--- src/rtl/sb_xform_pkg.sv ---
// Shared types and the per-lane arithmetic for the switchboard lane transform.
// Contents: xform_mode_t lane op encoding, XF_MAXW widest lane supported, lane_op().
package sb_xform_pkg;

    // Widest lane lane_op() handles; callers zero-extend and truncate.
    localparam int XF_MAXW = 64;

    typedef enum logic [1:0] {
        XF_ADD  = 2'd0,
        XF_SUB  = 2'd1,
        XF_XOR  = 2'd2,
        XF_PASS = 2'd3
    } xform_mode_t;

    // Low LW bits of the result are the lane value modulo 2^LW.
    function automatic logic [XF_MAXW-1:0] lane_op(
        input xform_mode_t        mode,
        input logic [XF_MAXW-1:0] x,
        input logic [XF_MAXW-1:0] op
    );
        logic [XF_MAXW-1:0] r;
        r = x;
        unique case (mode)
            XF_ADD:  r = x + op;
            XF_SUB:  r = x - op;
            XF_XOR:  r = x ^ op;
            XF_PASS: r = x;
            default: r = x;
        endcase
        return r;
    endfunction

endpackage

--- src/rtl/sb_skid_buf.sv ---
// Generic 2-entry valid/ready buffer; o_ready depends on registered occupancy only.
// Ports: clk, rst (sync, active-high), i_data/i_valid/o_ready upstream, o_data/o_valid/i_ready downstream.
module sb_skid_buf #(
    parameter int W = 8
) (
    input  logic         clk,
    input  logic         rst,
    input  logic [W-1:0] i_data,
    input  logic         i_valid,
    output logic         o_ready,
    output logic [W-1:0] o_data,
    output logic         o_valid,
    input  logic         i_ready
);

    logic [W-1:0] r_mem [2];
    logic         r_wp;
    logic         r_rp;
    logic [1:0]   r_cnt;
    logic         w_push;
    logic         w_pop;

    assign o_ready = ~r_cnt[1];
    assign o_valid = (r_cnt != 2'd0);
    assign o_data  = r_mem[r_rp];

    assign w_push = i_valid & o_ready;
    assign w_pop  = o_valid & i_ready;

    always_ff @(posedge clk) begin
        if (rst) begin
            for (int i = 0; i < 2; i++) begin
                r_mem[i] <= '0;
            end
            r_wp  <= 1'b0;
            r_rp  <= 1'b0;
            r_cnt <= 2'd0;
        end else begin
            if (w_push) begin
                r_mem[r_wp] <= i_data;
                r_wp        <= ~r_wp;
            end
            if (w_pop) begin
                r_rp <= ~r_rp;
            end
            // Push and pop together leave occupancy unchanged.
            if (w_push && !w_pop) begin
                r_cnt <= r_cnt + 2'd1;
            end else if (!w_push && w_pop) begin
                r_cnt <= r_cnt - 2'd1;
            end
        end
    end

endmodule

--- src/rtl/sb_lane_xform.sv ---
// Switchboard stream transform: per-lane ADD/SUB/XOR/PASS, dest/last passed through, sentinel flag.
// Ports: cfg_mode/cfg_operand, in_* and out_* SB streams, done, pkt_count/beat_count (SB_LANE_XFORM_STATS_EN).
import sb_xform_pkg::*;

module sb_lane_xform #(
    parameter int DW = 256,
    parameter int LW = 8,
    parameter int CW = 32
) (
    input  logic          clk,
    input  logic          rst,
    input  logic [1:0]    cfg_mode,
    input  logic [LW-1:0] cfg_operand,
    input  logic [DW-1:0] in_data,
    input  logic [31:0]   in_dest,
    input  logic          in_last,
    input  logic          in_valid,
    output logic          in_ready,
    output logic [DW-1:0] out_data,
    output logic [31:0]   out_dest,
    output logic          out_last,
    output logic          out_valid,
    input  logic          out_ready,
    output logic          done,
    output logic [CW-1:0] pkt_count,
    output logic [CW-1:0] beat_count
);

    localparam int NL = DW / LW;
    localparam int W  = DW + 32 + 1;

    if (DW % LW != 0) begin : g_bad_dw
        $error("sb_lane_xform: DW must be a multiple of LW");
    end
    if (LW > XF_MAXW) begin : g_bad_lw
        $error("sb_lane_xform: LW exceeds XF_MAXW");
    end

    logic [DW-1:0] w_xdata;
    logic [W-1:0]  w_out;
    logic          w_acc;
    logic          w_emit;
    logic          r_done;

    // Transform before buffering so cfg is captured with each accepted beat.
    always_comb begin
        w_xdata = '0;
        for (int i = 0; i < NL; i++) begin
            w_xdata[i*LW +: LW] = LW'(lane_op(
                xform_mode_t'(cfg_mode),
                XF_MAXW'(in_data[i*LW +: LW]),
                XF_MAXW'(cfg_operand)));
        end
    end

    sb_skid_buf #(
        .W(W)
    ) u_buf (
        .clk     (clk),
        .rst     (rst),
        .i_data  ({in_dest, in_last, w_xdata}),
        .i_valid (in_valid),
        .o_ready (in_ready),
        .o_data  (w_out),
        .o_valid (out_valid),
        .i_ready (out_ready)
    );

    assign out_dest = w_out[W-1 -: 32];
    assign out_last = w_out[DW];
    assign out_data = w_out[DW-1:0];

    assign w_acc  = in_valid & in_ready;
    assign w_emit = out_valid & out_ready;

    // Sentinel is judged on the raw beat, not the transformed one.
    always_ff @(posedge clk) begin
        if (rst) begin
            r_done <= 1'b0;
        end else if (w_acc && (&in_data)) begin
            r_done <= 1'b1;
        end
    end

    assign done = r_done;

`ifdef SB_LANE_XFORM_STATS_EN
    logic [CW-1:0] r_beat_cnt;
    logic [CW-1:0] r_pkt_cnt;

    always_ff @(posedge clk) begin
        if (rst) begin
            r_beat_cnt <= '0;
            r_pkt_cnt  <= '0;
        end else if (w_emit) begin
            r_beat_cnt <= r_beat_cnt + CW'(1);
            if (out_last) begin
                r_pkt_cnt <= r_pkt_cnt + CW'(1);
            end
        end
    end

    assign beat_count = r_beat_cnt;
    assign pkt_count  = r_pkt_cnt;
`else
    logic w_unused_emit;
    assign w_unused_emit = w_emit;
    assign beat_count    = '0;
    assign pkt_count     = '0;
`endif

endmodule
--- config.mk ---
export PLATFORM = sky130hd
export DESIGN_NAME = sb_lane_xform
export DESIGN_NICKNAME = d
export VERILOG_FILES = /design/src/rtl/sb_xform_pkg.sv /design/src/rtl/sb_skid_buf.sv /design/src/rtl/sb_lane_xform.sv
export SDC_FILE = /design/constraint.sdc
export NUM_CORES = 2
export LEC_CHECK = 0
export CELL_PAD_IN_SITES_DETAIL_PLACEMENT = 0
export CELL_PAD_IN_SITES_GLOBAL_PLACEMENT = 1
export CORE_AREA = 4 4 312 314
export DETAILED_ROUTE_END_ITERATION = 10
export DIE_AREA = 0 0 316 318
export GPL_TIMING_DRIVEN = 0
export PLACE_DENSITY = 0.86
export SYNTH_ARGS = -nofsm -noshare
export SYNTH_HDL_FRONTEND = slang
export SYNTH_SLANG_ARGS = --single-unit
--- constraint.sdc ---
create_clock -name clk -period 38.5 [get_ports clk]
set_clock_uncertainty 0.15 [all_clocks]
set_input_delay 7.7 -clock clk [delete_from_list [all_inputs] [get_ports clk]]
set_output_delay 7.7 -clock clk [all_outputs]
set_load 0.1 [all_outputs]
**Word-level counts from Yosys, hierarchy flattened**

Memories as Yosys holds them, arrays and structs flattened. A register that Yosys moved wholly into a read port is not among the register bits.
Cells that the tools add are included.

- Add/subtract/negate cells: 66
- Multiply operators: 0
- Div/mod/pow operators: 0
- Magnitude comparators: 0
- Equal/unequal tests: 3
- Shift-type cells: 0
- Mux-type cells: 44
- Bitwise logic cells: 37
- Reductions and logical operators: 10

Operator list:

| cell | number |
|---|---|
| $pmux W8 S4 | 32 |
| $mux W289 | 1 |
| $reduce_or A289 Y1 | 1 |
| $add A8 B8 Y8 | 32 |
| $reduce_and A256 Y1 | 1 |
| $sub A8 B8 Y8 | 32 |
| $xor A8 B8 Y8 | 32 |
| $mux W1 | 9 |
| $eq A2 B2 Y1 const B | 2 |
| $mux W2 | 2 |
| $reduce_bool A2 Y1 | 2 |
| $logic_and A1 B1 Y1 | 3 |
| $not A1 Y1 | 3 |
| $add A2 B1 Y2 const B | 1 |
| $and A1 B1 Y1 | 2 |
| $eq A2 B1 Y1 const B | 1 |
| $logic_not A1 Y1 | 2 |
| $logic_not A2 Y1 | 1 |
| $sub A2 B1 Y2 const B | 1 |

- Register bits: 5
- Latch bits: 0
- Memory bits (writable): 578
- ROM bits: 0
- Bits of input ports: 303
- Output and inout bits: 356
- Word-level logic and storage cells: 165
- Memories: 1

Memory list:

| memory | depth | bits a word | read ports | clocked after memory_dff | write ports | RTL line | text |
|---|---|---|---|---|---|---|---|
| u_buf.r_mem | 2 | 289 | 1 | 1 | 2 | sb_skid_buf.sv:16 | `logic [W-1:0] r_mem [2];` |

**Longest topological paths before layout**

- Word-level depth: 7
- Depth in mapped cells: 18
- Gate-level depth less buffers: 13

**Cells and area by module**

Synthesis repeated with hierarchy kept, for this count alone.

- Cells, all modules: 3,491
- Area total of the unflattened synthesis: 39,255.1 um^2

By module, submodules not included:

| module | times used | cells each | area each (um^2) | sequential area each (um^2) |
|---|---|---|---|---|
| sb_skid_buf | 1 | 1,632 | 25,853.5 | 17,456.7 |
| sb_lane_xform | 1 | 1,859 | 13,401.6 | 20.0 |

**Least setup slack after synthesis**

Ideal clock, no wire load.

- Path type: input -> register
- Start: in in_valid
- End: mem u_buf.r_mem[0][0] (netlist bit) (enable)
- Library setup time: 1.002 ns
- Arrival: 21.143 ns
- Data required time: 37.348 ns
- Setup slack: 16.205 ns
- Stages on the path: 2
- Buffers on the path: 0
- Path through: nand2_1 o21bai_1

RTL lines:

| item | RTL line | text |
|---|---|---|
| start: declaration | sb_lane_xform.sv:17 | `input logic in_valid,` |
| end: declaration | sb_skid_buf.sv:16 |  |

==> flow_metrics.py <==
metrics = {
    "global_route": {
        "met1_usage_pct": 58.4,
        "grt_pass1_wl_um": 320000,
        "grt_antenna_before_repair": 30,
        "grt_max_degree": 66,
        "grt_use_met2_pct": 64.6,
        "grt-busiest-layer": "met2",
        "grt_overflow": 0,
        "grt_pass1_vias": 41500,
        "grt_util_met3_pct": 16.6,
        "grt_use_total_pct": 45.3,
    },
    "pwr": {
        "power.share.combinational_pct": 55.4,
        "power_frac_clock_pct": 20.2,
        "cellPowerDensity_mw_per_mm2": 64.7,
        "p_leak_nw": 19.6,
        "p_switching_mw": 1.75,
        "ir_drop_v": 0.0000585,
        "fin_total_pwr_mw": 3.44,
        "p_int_mw": 1.69,
        "switching_share_pct": 50.9,
        "seqPwrFrac_pct": 24.4,
    },
    "placed_design": {
        "dpl.hpwl_um": 187000,
        "gpl.final_weighted_congestion": 1.10,
        "dp_cells": 6514,
        "port_buffers": 518,
        "dpl-instance-area_mm2": 0.0507,
    },
    "logic_synthesis": {
        "synth_cell_types": 78,
        "synthFlopType": "edfxtp_1",
        "ys_seq_elements": 584,
        "synth_area_mm2": 0.0433,
        "syn_inst": 4649,
        "synth-edff-count": 578,
        "synth.avg_cell_area_um2": 9.31,
        "yosysSeqAreaShare_pct": 40.4,
        "async_flop_share_pct": 0,
        "synthTopCellsByArea": "edfxtp_1 (40%), mux2_2 (7.6%), o21ai_0 (4.3%), nor2_1 (4.0%), xnor2_1 (3.2%)",
        "yosysWarnings": 0,
        "netlist.area_leader.share_pct": 40.1,
        "synth_top_area_cell": "edfxtp_1",
    },
    "critical_path": {
        "critPathSlowestCell": "o21ai_2",
        "path_common_cell": "buf_4",
        "critPathArrivalTime_ns": 14.00,
        "path_max_fanout": 12,
        "rr_startpoint": "u_buf.r_cnt[1]",
        "endpoint_kind": "flop",
        "path_cells": "clkdlybuf4s50_1 > nor2b_1 > buf_6 > o21ai_2 > nand2_4 > inv_2 > buf_4 > buf_2 > buf_4 > ha_1 > and2_1 > a21boi_0 > a221oi_1 > a222oi_1 > or4b_1 > o211ai_1 > xor2_1 > nor2_1",
        "startpoint_type": "primary input",
        "r2r_end": "u_buf.r_mem[1][114]",
        "critical_path_class": "in -> reg",
        "r2r_slack_ns": 33.20,
        "crit_required_ns": 38.73,
        "reg2reg_depth": 10,
        "max_stage_delay_ns": 0.68,
    },
    "clock_tree": {
        "cts_tree": "yes",
        "postCtsResizedCells": 0,
        "cts_buffers": 68,
        "htree_levels": 3,
        "clk_pin_slew_ns": 0.06,
        "cts.sinks": 584,
        "clock_latency_ns": 0.67,
        "clockRootBuffer": "clkbuf_16",
        "cts_buffer_depth": 3,
        "ctsHoldBuffers": 0,
        "post-cts-setup-buffer-count": 0,
    },
    "timing": {
        "period_needed_ns": 13.77,
        "drv_slew": 0,
        "finalHoldViolCount": 0,
        "rsz0062_at_grt": "false",
        "fin_setup_tns_ns": 0,
        "setup_viol": 0,
        "tightest_slew_ns": 1.45,
        "max_freq_ghz": 0.0726,
        "slew_headroom_pct": 3.12,
        "fin_crit_sh_pct": 35.8,
    },
    "route": {
        "antenna_left": 0,
        "vias_per_cell": 6.68,
        "firstDrtPassIters": 6,
        "drcViolationCount": 0,
        "via_count": 44400,
        "drt-wirelength-per-cell_um": 35.6,
        "initialDrtViolationCount": 7407,
        "drt_wl_total_um": 237000,
    },
    "layout": {
        "final_cells": 6657,
        "nFillCells": 8535,
        "post-route-cell-area_mm2": 0.0532,
        "final_cell_mix": "edfxtp_1 (578), clkdlybuf4s50_1 (517), nor2_1 (456)",
        "syn2layout_area_growth_pct": 22.8,
        "final_common_cell": "edfxtp_1",
        "drive_gt1_share_pct": 11.4,
        "final_nets": 5727,
    },
    "job": {
        "cap_violations": 0,
    },
    "worst_hold_path": {
        "min_to": "done",
        "min_from": "done",
        "hold_depth": 2,
        "holdCritPathClass": "reg -> reg",
    },
    "die": {
        "die_area_mm2": 0.100,
        "start_util_pct": 45.7,
        "fp-row-count": 113,
        "die_height_um": 318,
        "ios": 659,
        "fp.dieW_um": 316,
        "core_mm2": 0.0946,
    },
    "outcome": {
        "status": "finished clean",
    },
}
==> cells in the mapped netlist, types with 73 or more instances <==
cell and n:
edfxtp_1 578, nor2_1 456, o21ai_0 368, clkbuf_1 361, mux2_2 292, nor3_1 222
nand2_1 219, nor4_1 180, xnor2_1 156, nand3_1 130, inv_1 120, a21oi_1 114
nand2b_1 102, and2_1 95, xor2_1 86, nand4_1 81, mux2i_1 78, buf_4 76
ha_1 73
==> cell families (layout without fill, tap and decap cells) <==
logic type	after synthesis	count (layout)	synth area share, %
compound gates	1016	1016	15.3
xor+xnor	244	244	4.97
fa+ha+maj	129	129	4.15
buf+inv	659	1316	6.64
flops	584	584	40.4
mux	370	370	9.40
other cells	1	87	0.00867
simple gates	1646	1646	19.2
==> routing by layer <==
metal,wire (um),share of wire [%]
met1,88400,37
met2,97400,41
met3,33100,14
met4,18100,7.6
met5,104,0.044
==> worst max-delay path, delay by kind of cell <==
family / cells / cell delay (ns)
compound gates: 5 / 1.74
simple gates: 5 / 1.38
buf+inv: 6 / 2.09
fa+ha+maj: 1 / 0.37
xor+xnor: 1 / 0.68
==> worst max-delay path by stage <==
| stage | end | cells past startpoint | start |
|---|---|---|---|
| 5_1_grt | u_buf.r_mem[1][103] | 18 | cfg_mode[0] |
| 4_1_cts | u_buf.r_mem[1][103] | 18 | cfg_mode[0] |
| 3_5_place_dp | u_buf.r_mem[1][103] | 18 | cfg_mode[0] |
| 2_1_floorplan | u_buf.r_mem[0][0] | 2 | in_valid |
| 6_report | u_buf.r_mem[1][103] | 18 | cfg_mode[0] |
| 3_3_place_gp | u_buf.r_mem[0][156] | 3 | in_valid |
==> stage by stage <==
stage	hold slack [ns]	setup slack [ns]	util, %
after floorplan	0.316	16.21	-
after detailed placement	0.309	24.43	53.6
after CTS	0.322	25.12	56.1
after global routing	0.352	24.82	56.2
after global placement	0.306	6.94	53.2
final	0.317	24.73	56.2
==> registers in the layout (all words and copies together) (netlist names), named ones only <==
signal and flops:
u_buf.r_cnt 2, u_buf.r_mem 578, done 1, u_buf.r_wp 1, u_buf.r_rp 1
==> layout make-up <==
class	instances	area [um2]	share of cell area, %
repair buffers	537	5610	10.6
clock inverters	40	612	1.15
clock buffers	80	1750	3.29
inverters	122	458	0.861
plain buffers	537	2420	4.55
diodes	23	57.6	0.108
flip-flops and latches	584	17500	32.9
multi-input cells	3469	23200	43.6
well taps	1265	1580	2.98
==> power by group through the flow <==
| stage | Combinational [mW] | Clock, mW | Sequential, mW |
|---|---|---|---|
| detailed placement | 1.86 | 0 | 0.851 |
| global route | 1.94 | 0.723 | 0.845 |
| global placement | 1.84 | 0 | 0.903 |
| floorplan | 1.30 | 0 | 0.878 |
| CTS | 1.87 | 0.694 | 0.838 |
| finish | 1.91 | 0.694 | 0.839 |
No activity file was read; power rests on OpenSTA's default activity.
